## src/rtl/interrupt_dma_arbiter_pkg.sv

```systemverilog
// Shared types and helpers for the interrupt/DMA arbiter.
// Optional build macro used by the arbiter: IRQ_EDGE_TRIGGER_EN (edge-triggered IRQ pending).
package interrupt_dma_arbiter_pkg;

  localparam int unsigned IRQ_MAX   = 8;
  localparam int unsigned IRQ_IDX_W = $clog2(IRQ_MAX);

  typedef enum logic [1:0] {
    DMA_IDLE,
    DMA_REQ,
    DMA_GRANT,
    DMA_RELEASE
  } e_dma_state;

  typedef struct packed {
    logic                 found;
    logic [IRQ_IDX_W-1:0] idx;
  } irq_sel_t;

  // Lowest set bit wins; found=0 when nothing is requesting.
  function automatic irq_sel_t lowest_irq(input logic [IRQ_MAX-1:0] req);
    irq_sel_t sel;
    sel = '0;
    for (int i = IRQ_MAX - 1; i >= 0; i--) begin
      if (req[i]) begin
        sel.found = 1'b1;
        sel.idx   = IRQ_IDX_W'(i);
      end
    end
    return sel;
  endfunction

endpackage

```

## src/rtl/interrupt_dma_arbiter_sync.sv

```systemverilog
// Parameterised-width two-flop synchroniser for asynchronous device lines.
module irq_sync2 #(
  parameter int unsigned WIDTH = 1
) (
  input  logic             clk,
  input  logic             rst_n,
  input  logic [WIDTH-1:0] d,
  output logic [WIDTH-1:0] q
);

  logic [WIDTH-1:0] meta;

  always_ff @(posedge clk) begin
    if (!rst_n) begin
      meta <= '0;
      q    <= '0;
    end else begin
      meta <= d;
      q    <= meta;
    end
  end

endmodule

```

## src/rtl/interrupt_dma_arbiter.sv

```systemverilog
// IRQ prioritisation, mask register and DMA request/grant handshake feeding the sequencer.
// Build macro: IRQ_EDGE_TRIGGER_EN selects edge-triggered pending; default is level mode.
module interrupt_dma_arbiter
  import interrupt_dma_arbiter_pkg::*;
#(
  parameter int unsigned NUM_IRQ     = 8,
  parameter logic [7:0]  VECTOR_BASE = 8'h00
) (
  input  logic               clk,
  input  logic               rst_n,
  input  logic [NUM_IRQ-1:0] irq_in,
  input  logic               dma_req_in,
  input  logic [7:0]         z_bus,
  input  logic               irq_en,
  input  logic               u_fetch_boundary,
  input  logic               ctrl_int_ack,
  input  logic               ctrl_clear_all_ints,
  input  logic               ctrl_irq_masks_wrt,
  output logic               int_pending,
  output logic               dma_req,
  output logic               dma_grant,
  output logic [7:0]         int_vector,
  output logic [NUM_IRQ-1:0] irq_mask
);

  logic [NUM_IRQ-1:0] irq_sync;
  logic [NUM_IRQ-1:0] pending;
  logic [NUM_IRQ-1:0] pending_nxt;
  logic               dma_sync;
  logic [IRQ_MAX-1:0] active;
  irq_sel_t           sel;
  logic [7:0]         vector_nxt;
  logic               ack_hit;
  e_dma_state         dma_state;
  e_dma_state         dma_state_nxt;
  logic               dma_req_nxt;
  logic               dma_grant_nxt;

  irq_sync2 #(.WIDTH(NUM_IRQ)) u_irq_sync (
    .clk   (clk),
    .rst_n (rst_n),
    .d     (irq_in),
    .q     (irq_sync)
  );

  irq_sync2 #(.WIDTH(1)) u_dma_sync (
    .clk   (clk),
    .rst_n (rst_n),
    .d     (dma_req_in),
    .q     (dma_sync)
  );

  // Ack always arbitrates against the mask as it stood before any same-cycle write.
  assign active      = IRQ_MAX'(pending & irq_mask);
  assign sel         = lowest_irq(active);
  assign ack_hit     = ctrl_int_ack & sel.found;
  assign vector_nxt  = VECTOR_BASE + 8'({sel.idx, 1'b0});
  assign int_pending = irq_en & (|(pending & irq_mask)) & (dma_state == DMA_IDLE);

`ifdef IRQ_EDGE_TRIGGER_EN
  logic [NUM_IRQ-1:0] irq_prev;
  logic [IRQ_MAX-1:0] ack_onehot;

  always_ff @(posedge clk) begin
    if (!rst_n) irq_prev <= '0;
    else        irq_prev <= irq_sync;
  end

  // New rising edges are ORed in after the ack clear so they survive it; clear-all wins.
  always_comb begin
    ack_onehot  = '0;
    if (ack_hit) ack_onehot = IRQ_MAX'(1) << sel.idx;
    pending_nxt = (pending & ~NUM_IRQ'(ack_onehot)) | (irq_sync & ~irq_prev);
    if (ctrl_clear_all_ints) pending_nxt = '0;
  end
`else
  logic clear_all_unused;

  assign clear_all_unused = ctrl_clear_all_ints;

  always_comb begin
    pending_nxt = irq_sync;
  end
`endif

  always_ff @(posedge clk) begin
    if (!rst_n) begin
      pending    <= '0;
      irq_mask   <= '0;
      int_vector <= VECTOR_BASE;
    end else begin
      pending <= pending_nxt;
      if (ctrl_irq_masks_wrt) irq_mask   <= z_bus[NUM_IRQ-1:0];
      if (ack_hit)            int_vector <= vector_nxt;
    end
  end

  // DMA handshake state register; request/grant are registered from the next state.
  always_ff @(posedge clk) begin
    if (!rst_n) begin
      dma_state <= DMA_IDLE;
      dma_req   <= 1'b0;
      dma_grant <= 1'b0;
    end else begin
      dma_state <= dma_state_nxt;
      dma_req   <= dma_req_nxt;
      dma_grant <= dma_grant_nxt;
    end
  end

  always_comb begin
    dma_state_nxt = dma_state;
    case (dma_state)
      DMA_IDLE:    if (dma_sync)         dma_state_nxt = DMA_REQ;
      DMA_REQ:     if (u_fetch_boundary) dma_state_nxt = DMA_GRANT;
      DMA_GRANT:   if (!dma_sync)        dma_state_nxt = DMA_RELEASE;
      DMA_RELEASE:                       dma_state_nxt = DMA_IDLE;
      default:                           dma_state_nxt = DMA_IDLE;
    endcase
    dma_req_nxt   = (dma_state_nxt == DMA_REQ) || (dma_state_nxt == DMA_GRANT);
    dma_grant_nxt = (dma_state_nxt == DMA_GRANT);
  end

endmodule
```

## config.mk

```make
export PLATFORM = sky130hd
export DESIGN_NAME = interrupt_dma_arbiter
export DESIGN_NICKNAME = d
export VERILOG_FILES = /design/src/rtl/interrupt_dma_arbiter_pkg.sv /design/src/rtl/interrupt_dma_arbiter_sync.sv /design/src/rtl/interrupt_dma_arbiter.sv
export SDC_FILE = /design/constraint.sdc
export NUM_CORES = 1
export LEC_CHECK = 0
export CAP_MARGIN = 20
export CORE_ASPECT_RATIO = 1.75
export CORE_MARGIN = 5
export CORE_UTILIZATION = 38
export DETAILED_ROUTE_END_ITERATION = 12
export PLACE_DENSITY_LB_ADDON = 0.08
export SLEW_MARGIN = 30
export SYNTH_ARGS = -nofsm -noshare
export SYNTH_HDL_FRONTEND = slang
export SYNTH_HIERARCHICAL = 1
export SYNTH_SLANG_ARGS = --single-unit
```

## constraint.sdc

```tcl
create_clock -name clk -period 1.4 [get_ports clk]
set_clock_uncertainty 0.15 [all_clocks]
set_input_delay 0.42 -clock clk [delete_from_list [all_inputs] [get_ports clk]]
set_output_delay 0.42 -clock clk [all_outputs]
set_load 0.01 [all_outputs]
```

==> results of run 1 <==
==> power groups by stage <==
stage               logic, mW  registers, mW  clock network, mW
floorplan               0.107           1.29                  0
detailed placement      0.288           1.27                  0
CTS                     0.319           1.25              0.983
finish                  0.329           1.25              0.944
global route            0.355           1.25               1.03
global placement        0.280           1.27                  0
==> sequential cells by signal, summed over array words and instances (netlist names) <==
name / flops
dma_state: 2
u_irq_sync/meta: 8
u_dma_sync/q: 1
dma_grant: 1
pending: 8
u_dma_sync/meta: 1
int_vector: 3
dma_req: 1
u_irq_sync/q: 8
irq_mask: 8
==> cells in the final DEF, fill, tap and decap left out, types with 2 or more instances in the layout <==
master            n
a21oi_1           3
a22oi_2           4
a32o_1            2
and2_1           16
and2_2           12
buf_12            2
buf_2             6
buf_4            16
buf_6            22
clkbuf_8          6
clkdlybuf4s50_1  22
conb_1            5
dfxtp_1          24
dfxtp_2          17
inv_1             3
mux2i_1           8
nand2_1           4
nand3_1           2
nor2_1           13
o21ai_0           2
==> cells by family (layout without fill, tap and decap cells) <==
family / count (synthesis) / after routing / share of synthesized area (%)
fa+ha+maj: 1 / 1 / 0.8702
simple gates: 51 / 51 / 20.97
buf+inv: 12 / 79 / 5.048
other cells: 1 / 5 / 0.2608
mux: 8 / 8 / 5.570
xor+xnor: 1 / 1 / 0.6093
flops: 41 / 41 / 57.09
compound gates: 17 / 17 / 9.575
==> routing by layer <==
metal	GRT usage, %	up-vias	wire length, µm
li1	-	566	-
met1	11.53	496	1078
met2	22.59	33	1697
met3	4.823	5	194
met4	5.941	0	53
met5	0	-	0
==> path summary, 6_finish.rpt <==
kind	cells after the start	slack, ns	startpoint	endpoint
max	4	-0.49	irq_mask[7]$_SDFFE_PN0P_	int_pending
min	1	0.28	u_irq_sync/q[1]$_SDFF_PN0_	pending[1]$_SDFF_PN0_
max reg2reg	8	-0.26	irq_mask[7]$_SDFFE_PN0P_	int_vector[2]$_SDFFE_PN0P_
min reg2reg	1	0.28	u_irq_sync/q[1]$_SDFF_PN0_	pending[1]$_SDFF_PN0_
==> metrics by stage <==
stage / power [mW] / setup WS (ns) / cell area (µm²) / util (%) / hold WS, ns
after floorplan: 1.392 / -0.08836 / 1470 / - / 0.2557
after global placement: 1.550 / -0.7863 / 2009 / 55.38 / 0.2611
after detailed placement: 1.561 / -0.8296 / 2009 / 55.38 / 0.2685
after CTS: 2.550 / -0.4990 / 2216 / 61.07 / 0.2804
after global routing: 2.635 / -0.5674 / 2265 / 62.41 / 0.2896
final: 2.522 / -0.4931 / 2265 / 62.41 / 0.2766
==> layout make-up <==
type,instances,area [µm²],area share (%)
Timing Repair Buffer,68,658.1,29.06
Clock inverter,1,30.03,1.326
Sequential cell,41,842.1,37.18
Multi-Input combinational cell,83,579.3,25.58
Tap cell,46,57.56,2.541
Inverter,3,11.26,0.4972
Clock buffer,7,86.33,3.812
==> what timing repair did <==
action / CTS / global route
endpoints found under the setup margin: 16 / 15
setup buffers: 8 / 7
pin swaps: 1 / 5
resized for setup: 80 / 12
==> results.md, run 1 <==
* CP Class: flip-flop to primary output
* Diodes inserted at 0
* CP Launch Type: flip-flop
* CP Data Required Time at ~0.83 ns
* Initial antenna violation count at 0
* Iter 0 DRT Violations at 10
* Sw Pwr at between 0.5 and 0.6 mW
* Chip height at between 90 and 100 µm
* Critical path's top delay family: flip-flops
* Pre-antenna DRT Iters at 4
* Seq cells post-synth at 41
* Mapped Avg Cell Area at 10.89 µm²
* Flop pwr share at roughly 50%
* DR WL/cell at approximately 12 µm
* Clock power share at approximately 37%
* Mapped Area at roughly 1400 µm²
* Clk buf depth at 2
* EDFF count, synth at 0
* Non-filler instance count after layout at around 250
* # DRC at 0
* Net Sw Frac at 20.07%
* Htree depth at 2
* Count of pins over their slew limit at 0
* WP data arrival at about 1.3 ns
* CTS tree: built
* Post-Syn Instances at approximately 130
* CTS Hold Buffers Added at 0
* Worst skew pair latency at 0.28 ns
* Slowest-stage cell, CP: dfxtp_2
* Worst-path maximum fanout at 2
* Worst path cell trace: a22oi_2 > and4_4 > nor4b_4 > buf_2
* Largest net degree at the start of global routing at 29
* Seq/Total Area, Yosys at 57.09%
* Synth top area cells: dfxtp_1 57%, and2_1 7.0%, and2_2 6.3%, mux2i_1 5.6%, a22oi_2 3.5%
* Post-layout min period at roughly 1.9 ns
* Post-Route Setup TNS at -1.208 ns
* GRT Util Overall at roughly an eighth
* Final Hold Viols at 0
* Clk slew on worst S/H paths at approximately 0.070 ns
* Port Buffer Count at 36
* Vias at between 1,000 and 1,500
* Worst path bufs/invs at 1
* Comb pwr share at a little over an eighth
* Core area at around 3600 µm²
* Cell Int Power at between 2 and 2.5 mW
* Initial Util at ~40%
* Vias in the first global route at 1,096
* Synth area leader: dfxtp_1
* Unique masters post-synth at 28
* Placed cell count at 230
* FILL cells at between 300 and 400
* Peak supply drop at 0.0008437 V
* Setup ws final at -0.4931 ns
* Vias per cell at ~4.4
* Number of CTS-inserted buffers at 5
* Total Nets Final at approximately 230
* DIE WIDTH at 56.50 µm
* Post-synth top flop: dfxtp_1
* Failing checks: setup timing
* Max Freq at 528.2 MHz
* First-pass GRT wire length at 4947 µm
* Share of cells above drive strength 1 at between 40% and 50%
* Drt total wl at ~3000 µm
* CP max stage delay at between 0.3 and 0.4 ns
* Status: finished, violations left
* Total grt overflow at 0
* Ports at 43
* PD cells at roughly 1100 nW/µm²
* Num rows at 29
* HPWL after DPL at roughly 2200 µm
* Area growth syn-to-layout at 57.53%
* Final setup violation count at 10
* Max-Cap Viols at 0
* Hold Crit Class: flip-flop to flip-flop
* CTS sink count at between 40 and 50
* Synth top area share at between 50% and 60%
* Synth cell count leaders: 41 x dfxtp_1, 16 x and2_1, 13 x nor2_1
* Fin crit share at 135.2%
* Most frequent cell after synthesis: dfxtp_1
* Static Leak at 0.9933 nW
* Post-synth ARST share at 0%
* Root Buffer: clkbuf_8
* Routed Antenna Nets at 0
* Setup crit end kind: primary output
* Ys Warns at 6
* RD Place Congestion at roughly 0.69
* Full die area at between 5000 and 6000 µm²
* RSZ-0062 raised after global routing: true
Note: power is estimated with default switching activity, not from simulation.
==> inputs of run 2 (changes only) <==
--- a/config.mk
+++ b/config.mk
@@ -8,7 +8,8 @@
 export CAP_MARGIN = 20
 export CORE_ASPECT_RATIO = 1.75
 export CORE_MARGIN = 5
-export CORE_UTILIZATION = 38
+export CORE_UTILIZATION = 48
+export CTS_BUF_LIST = sky130_fd_sc_hd__clkbuf_4 sky130_fd_sc_hd__clkbuf_8
 export DETAILED_ROUTE_END_ITERATION = 12
 export PLACE_DENSITY_LB_ADDON = 0.08
 export SLEW_MARGIN = 30
@@ -16,3 +17,4 @@
 export SYNTH_HDL_FRONTEND = slang
 export SYNTH_HIERARCHICAL = 1
 export SYNTH_SLANG_ARGS = --single-unit
+export TNS_END_PERCENT = 100
==> results.md, run 2 (same netlist as run 1, synthesis figures left out) <==
* CTS sink count at 41
* Htree depth at 2
* WP data arrival at 1.29 ns
* Pre-antenna DRT Iters at 4
* Cell Area, Placed at roughly 2000 µm²
* Setup crit end kind: primary output
* FILL cells at roughly 200
* Worst r2r src: pending[7]$_SDFF_PN0_
* PD cells at 1074 nW/µm²
* CP Launch Type: flip-flop
* Vias per cell at between 4 and 5
* Full die area at around 4200 µm²
* First-pass GRT wire length at 4685 µm
* Post-layout min period at around 1.9 ns
* HPWL after DPL at between 2000 and 2500 µm
* Total Nets Final at about 230
* Clk buf depth at 2
* RSZ-0062 raised after global routing: true
* Worst-path maximum fanout at 2
* Ports at 43
* Static Leak at between 0.9 and 1 nW
* Reg2reg end: int_vector[2]$_SDFFE_PN0P_
* Iter 0 DRT Violations at 13
* Routed Antenna Nets at 0
* Chip height at around 80 µm
* Worst skew pair latency at between 0.2 and 0.3 ns
* GRT Util Overall at 14.71%
* CP max stage delay at around 0.33 ns
* CTS Hold Buffers Added at 0
* Failing checks: setup timing
* Clk slew on worst S/H paths at about 0.07 ns
* Crit path depth at 4
* RD Place Congestion at 0.8470
* Placed cell count at 210
* Final Hold Viols at 0
* Share of cells above drive strength 1 at around 45%
* DIE WIDTH at a little over 50 µm
* Worst path bufs/invs at 1
* Worst path cell trace: a22oi_2 > and4_4 > nor4b_4 > buf_2
* # DRC at 0
* Post-Route Setup TNS at -0.5745 ns
* Status: finished, violations left
* Port Buffer Count at 36
* Hold Crit Class: flip-flop to flip-flop
* Largest net degree at the start of global routing at 21
* CP Launch Point: pending[7]$_SDFF_PN0_
* Core area at 2895 µm²
* R2R depth at 5
* Num rows at 26
* Root Buffer: clkbuf_8
* Total grt overflow at 0
* Most frequent cells in the layout: 24 x dfxtp_1, 21 x clkdlybuf4s50_1, 20 x buf_4
* CP Data Required Time at 0.83 ns
* Vias at about 1,100
* Fin crit share at 133.1%
* Initial Util at 49.65%
* Non-filler instance count after layout at 228
* Vias in the first global route at ~1,100
* DR WL/cell at between 10 and 15 µm
* Max Freq at between 500 and 600 MHz
* Number of CTS-inserted buffers at 5
* Drt total wl at slightly below 3000 µm
* Initial antenna violation count at 0
* Critical path's top delay family: flip-flops
* Count of pins over their slew limit at 0
* CP Class: flip-flop to primary output
* Peak supply drop at roughly 0.00090 V
* Crit path capture: int_pending
* CTS tree: built
* Diodes inserted at 0
* Max-Cap Viols at 0
* Setup ws final at -0.4633 ns
* R2R setup slack at 0.01 ns
* Commonest non-fill, non-tap cell in the layout: dfxtp_1
* Slowest-stage cell, CP: dfxtp_2
* Final hold slack at ~0.28 ns
* Area growth syn-to-layout at 50.65%
* Cell area after layout at around 2200 µm²
* Final setup violation count at 9
[run 2: worst min-delay path by stage]
stage                                     from                 endpoint  slack, ns  depth (start not counted)
floorplan           u_dma_sync/meta$_SDFF_PN0_  u_dma_sync/q$_SDFF_PN0_       0.26                          1
global placement    u_dma_sync/meta$_SDFF_PN0_  u_dma_sync/q$_SDFF_PN0_       0.26                          1
detailed placement  u_dma_sync/meta$_SDFF_PN0_  u_dma_sync/q$_SDFF_PN0_       0.27                          1
CTS                 u_irq_sync/q[4]$_SDFF_PN0_    pending[4]$_SDFF_PN0_       0.28                          1
global route        u_irq_sync/q[0]$_SDFF_PN0_    pending[0]$_SDFF_PN0_       0.29                          1
finish              u_irq_sync/q[1]$_SDFF_PN0_    pending[1]$_SDFF_PN0_       0.28                          1
[run 2: layer usage]
metal	global-route usage, %	up-vias	share of wire (%)
li1	-	560	-
met1	14.35	517	36
met2	25.64	33	54
met3	4.129	9	6.8
met4	11.29	0	3.2
met5	0	-	0
[run 2: layout make-up]
class / instances / area, µm² / share of cell area (%)
Clock buffer: 7 / 90.09 / 4.159
Tap cell: 28 / 35.03 / 1.618
Timing Repair Buffer: 66 / 614.3 / 28.37
Inverter: 3 / 11.26 / 0.5199
Multi-Input combinational cell: 83 / 573.1 / 26.46
Sequential cell: 41 / 842.1 / 38.88
[run 2: worst reg2reg max path, cell delays in order (launching register included)]
cell	delay, ns
dfxtp_2	0.33
a22oi_2	0.22
and4_4	0.28
buf_4	0.13
nor2_2	0.03
o21a_1	0.16
[run 2: timing repair]
action / CTS / global route
buffers inserted: 4 / 11
endpoints found under the setup margin: 16 / 13
resized for setup: 77 / 14
pin swaps: 7 / 10
[run 2: stage by stage]
| stage | total power, mW | setup WS (ns) | utilization, % |
|---|---|---|---|
| after CTS | 2.348 | -0.4891 | 72.69 |
| final | 2.326 | -0.4633 | 74.81 |
| after global placement | 1.543 | -0.7847 | 67.68 |
| after detailed placement | 1.555 | -0.8120 | 67.68 |
| after global routing | 2.435 | -0.5309 | 74.81 |
| after floorplan | 1.392 | -0.08836 | - |
[run 2: where the power goes]
| part | switching [mW] | internal (mW) | total, mW |
|---|---|---|---|
| Combinational | 0.115 | 0.200 | 0.315 |
| Sequential | 0.0255 | 1.22 | 1.25 |
| Clock | 0.353 | 0.410 | 0.762 |
| Total | 0.493 | 1.83 | 2.33 |
==> inputs of run 3 (changes only) <==
--- a/config.mk
+++ b/config.mk
@@ -6,11 +6,11 @@
 export NUM_CORES = 1
 export LEC_CHECK = 0
 export CAP_MARGIN = 20
-export CORE_ASPECT_RATIO = 1.75
 export CORE_MARGIN = 5
-export CORE_UTILIZATION = 48
+export CORE_UTILIZATION = 64
 export CTS_BUF_LIST = sky130_fd_sc_hd__clkbuf_4 sky130_fd_sc_hd__clkbuf_8
 export DETAILED_ROUTE_END_ITERATION = 12
+export DONT_BUFFER_PORTS = 1
 export PLACE_DENSITY_LB_ADDON = 0.08
 export SLEW_MARGIN = 30
 export SYNTH_ARGS = -nofsm -noshare
==> results.md, run 3 (same netlist as run 1, synthesis figures left out) <==
* Num rows at 17
* Share of cells above drive strength 1 at approximately two fifths
* Full die area at ~3300 µm²
* Flop pwr share at about 63%
* Vias at 912
* DR WL/cell at 13.53 µm
* Vias in the first global route at slightly above 900
* CTS Hold Buffers Added at 0
* Reg2reg end: int_vector[2]$_SDFFE_PN0P_
* HPWL after DPL at between 1500 and 2000 µm
* R2R depth at 6
* Vias per cell at 5.067
* Static Leak at a little over 0.7 nW
* Hold Crit Depth at 1
* DIE WIDTH at between 50 and 60 µm
* Sw Pwr at approximately 0.43 mW
* Initial antenna violation count at 0
* # DRC at 0
* CTS sink count at 41
* Drt total wl at about 2400 µm
* Total Nets Final at 176
* Area growth syn-to-layout at 16.71%
* Comb pwr share at about 7.8%
* Hold Crit Start: rst_n
* Core area at 2170 µm²
* Port Buffer Count at 0
* Clk slew on worst S/H paths at ~0.12 ns
* CP Launch Type: flip-flop
* Status: finished, violations left
* Worst skew pair latency at between 0.3 and 0.4 ns
* Slowest-stage cell, CP: dfxtp_2
* Clock power share at 29.5%
* Net Sw Frac at a little over a fifth
* Worst hold endpoint: dma_state[1]$_SDFF_PN0_
* WP data arrival at between 1 and 1.5 ns
* Fin crit share at 131.4%
* Post-Route Setup TNS at -0.6612 ns
* Final setup violation count at 4
* Final hold slack at 0.05658 ns
* Iter 0 DRT Violations at 5
* Worst-path maximum fanout at 3
* Failing checks: setup timing
* Total grt overflow at 0
* Final Hold Viols at 0
* Ports at 43
* Cell Int Power at ~1.6 mW
* CP Class: flip-flop to primary output
* Htree depth at 2
* Clk buf depth at 2
* GRT Util Overall at 15.86%
* Most frequent cells in the layout: 26 x dfxtp_1, 16 x and2_1, 14 x dfxtp_2
* R2R setup slack at -0.11 ns
* Number of CTS-inserted buffers at 5
* PD cells at roughly 1200 nW/µm²
* Setup ws final at -0.4393 ns
* Diodes inserted at 0
* Worst r2r src: pending[5]$_SDFF_PN0_
* RD Place Congestion at 0.6940
* CP max stage delay at 0.35 ns
* Multi-input logic area at roughly 570 µm²
* FF+latch area at between 800 and 900 µm²
* FILL cells at 139
* Routed Antenna Nets at 0
* Peak supply drop at between 0.001 and 0.0015 V
* CTS tree: built
* RSZ-0062 raised after global routing: true
* Commonest non-fill, non-tap cell in the layout: dfxtp_1
* CP Data Required Time at roughly 0.83 ns
* Chip height at 57.40 µm
* Max Freq at 543.7 MHz
* Post-layout min period at roughly 1.8 ns
* Initial Util at about two thirds
* Count of pins over their slew limit at 0
* Setup crit end kind: primary output
* Hold Crit Class: input port to flip-flop
* Max-Cap Viols at 0
* First-pass GRT wire length at 4064 µm
* Worst path cell trace: a22oi_2 > and4_4 > nor4b_4
* Pre-antenna DRT Iters at 3
* Largest net degree at the start of global routing at 32
* Root Buffer: clkbuf_4
[run 3: cell types whose count changed in the layout (fill, tap and decap cells not counted), sizes merged]
| cell | before | now |
|---|---|---|
| buf | 44 | 17 |
| dlymetal6s2s | 1 | 0 |
| clkdlybuf4s50 | 21 | 0 |
| clkbuf | 7 | 8 |
[run 3: worst max-delay path by stage]
stage / from / end / cells after the start
after global routing: pending[5]$_SDFF_PN0_ / int_pending / 3
after floorplan: irq_mask[3]$_SDFFE_PN0P_ / int_pending / 3
final: pending[5]$_SDFF_PN0_ / int_pending / 3
after CTS: pending[3]$_SDFF_PN0_ / int_pending / 3
after detailed placement: pending[3]$_SDFF_PN0_ / int_pending / 3
after global placement: pending[3]$_SDFF_PN0_ / int_pending / 3
[run 3: per-layer routing]
layer	track usage, %	routed length (µm)	vias to the layer above
li1	-	-	467
met1	16.04	967	416
met2	28.55	1269	27
met3	6.787	186	2
met4	5.960	12	0
met5	0	0	-
[run 3: final cells by class]
| class | count | area share (%) |
|---|---|---|
| Clock buffer | 8 | 3.579 |
| Inverter | 3 | 0.6711 |
| Multi-Input combinational cell | 83 | 33.86 |
| Sequential cell | 41 | 50.19 |
| Tap cell | 28 | 2.088 |
| Timing Repair Buffer | 17 | 9.620 |
[run 3: power groups by stage]
stage          clock, mW  combinational (mW)  sequential (mW)
2_1_floorplan          0               0.107             1.29
3_3_place_gp           0               0.135             1.28
3_5_place_dp           0               0.140             1.28
4_1_cts            0.600               0.140             1.25
5_1_grt            0.659               0.173             1.26
6_report           0.590               0.157             1.25
[run 3: per-stage QoR]
| stage | total power [mW] | util, % | area (µm²) | instances | worst slack, ns |
|---|---|---|---|---|---|
| after global placement | 1.411 | 71.05 | 1541 | 168 | -0.08651 |
| after CTS | 1.993 | 73.99 | 1605 | 176 | -0.4499 |
| after detailed placement | 1.419 | 71.05 | 1541 | 168 | -0.1191 |
| after global routing | 2.093 | 77.34 | 1678 | 180 | -0.5036 |
| final | 2.001 | 77.34 | 1678 | 180 | -0.4393 |
| after floorplan | 1.392 | - | 1470 | 136 | -0.08836 |
[run 3: critical path: cells and delay by family (launching register included)]
kind	cells	cell delay, ns
AOI/OAI and AO/OA	1	0.11
DFF	1	0.35
and+or+nand+nor	2	0.50
[run 3: timing repair]
item | CTS | global route
pin swaps | 2 | 2
buffers inserted | 0 | 4
resized for setup | 3 | 15
setup endpoints to repair | 4 | 12
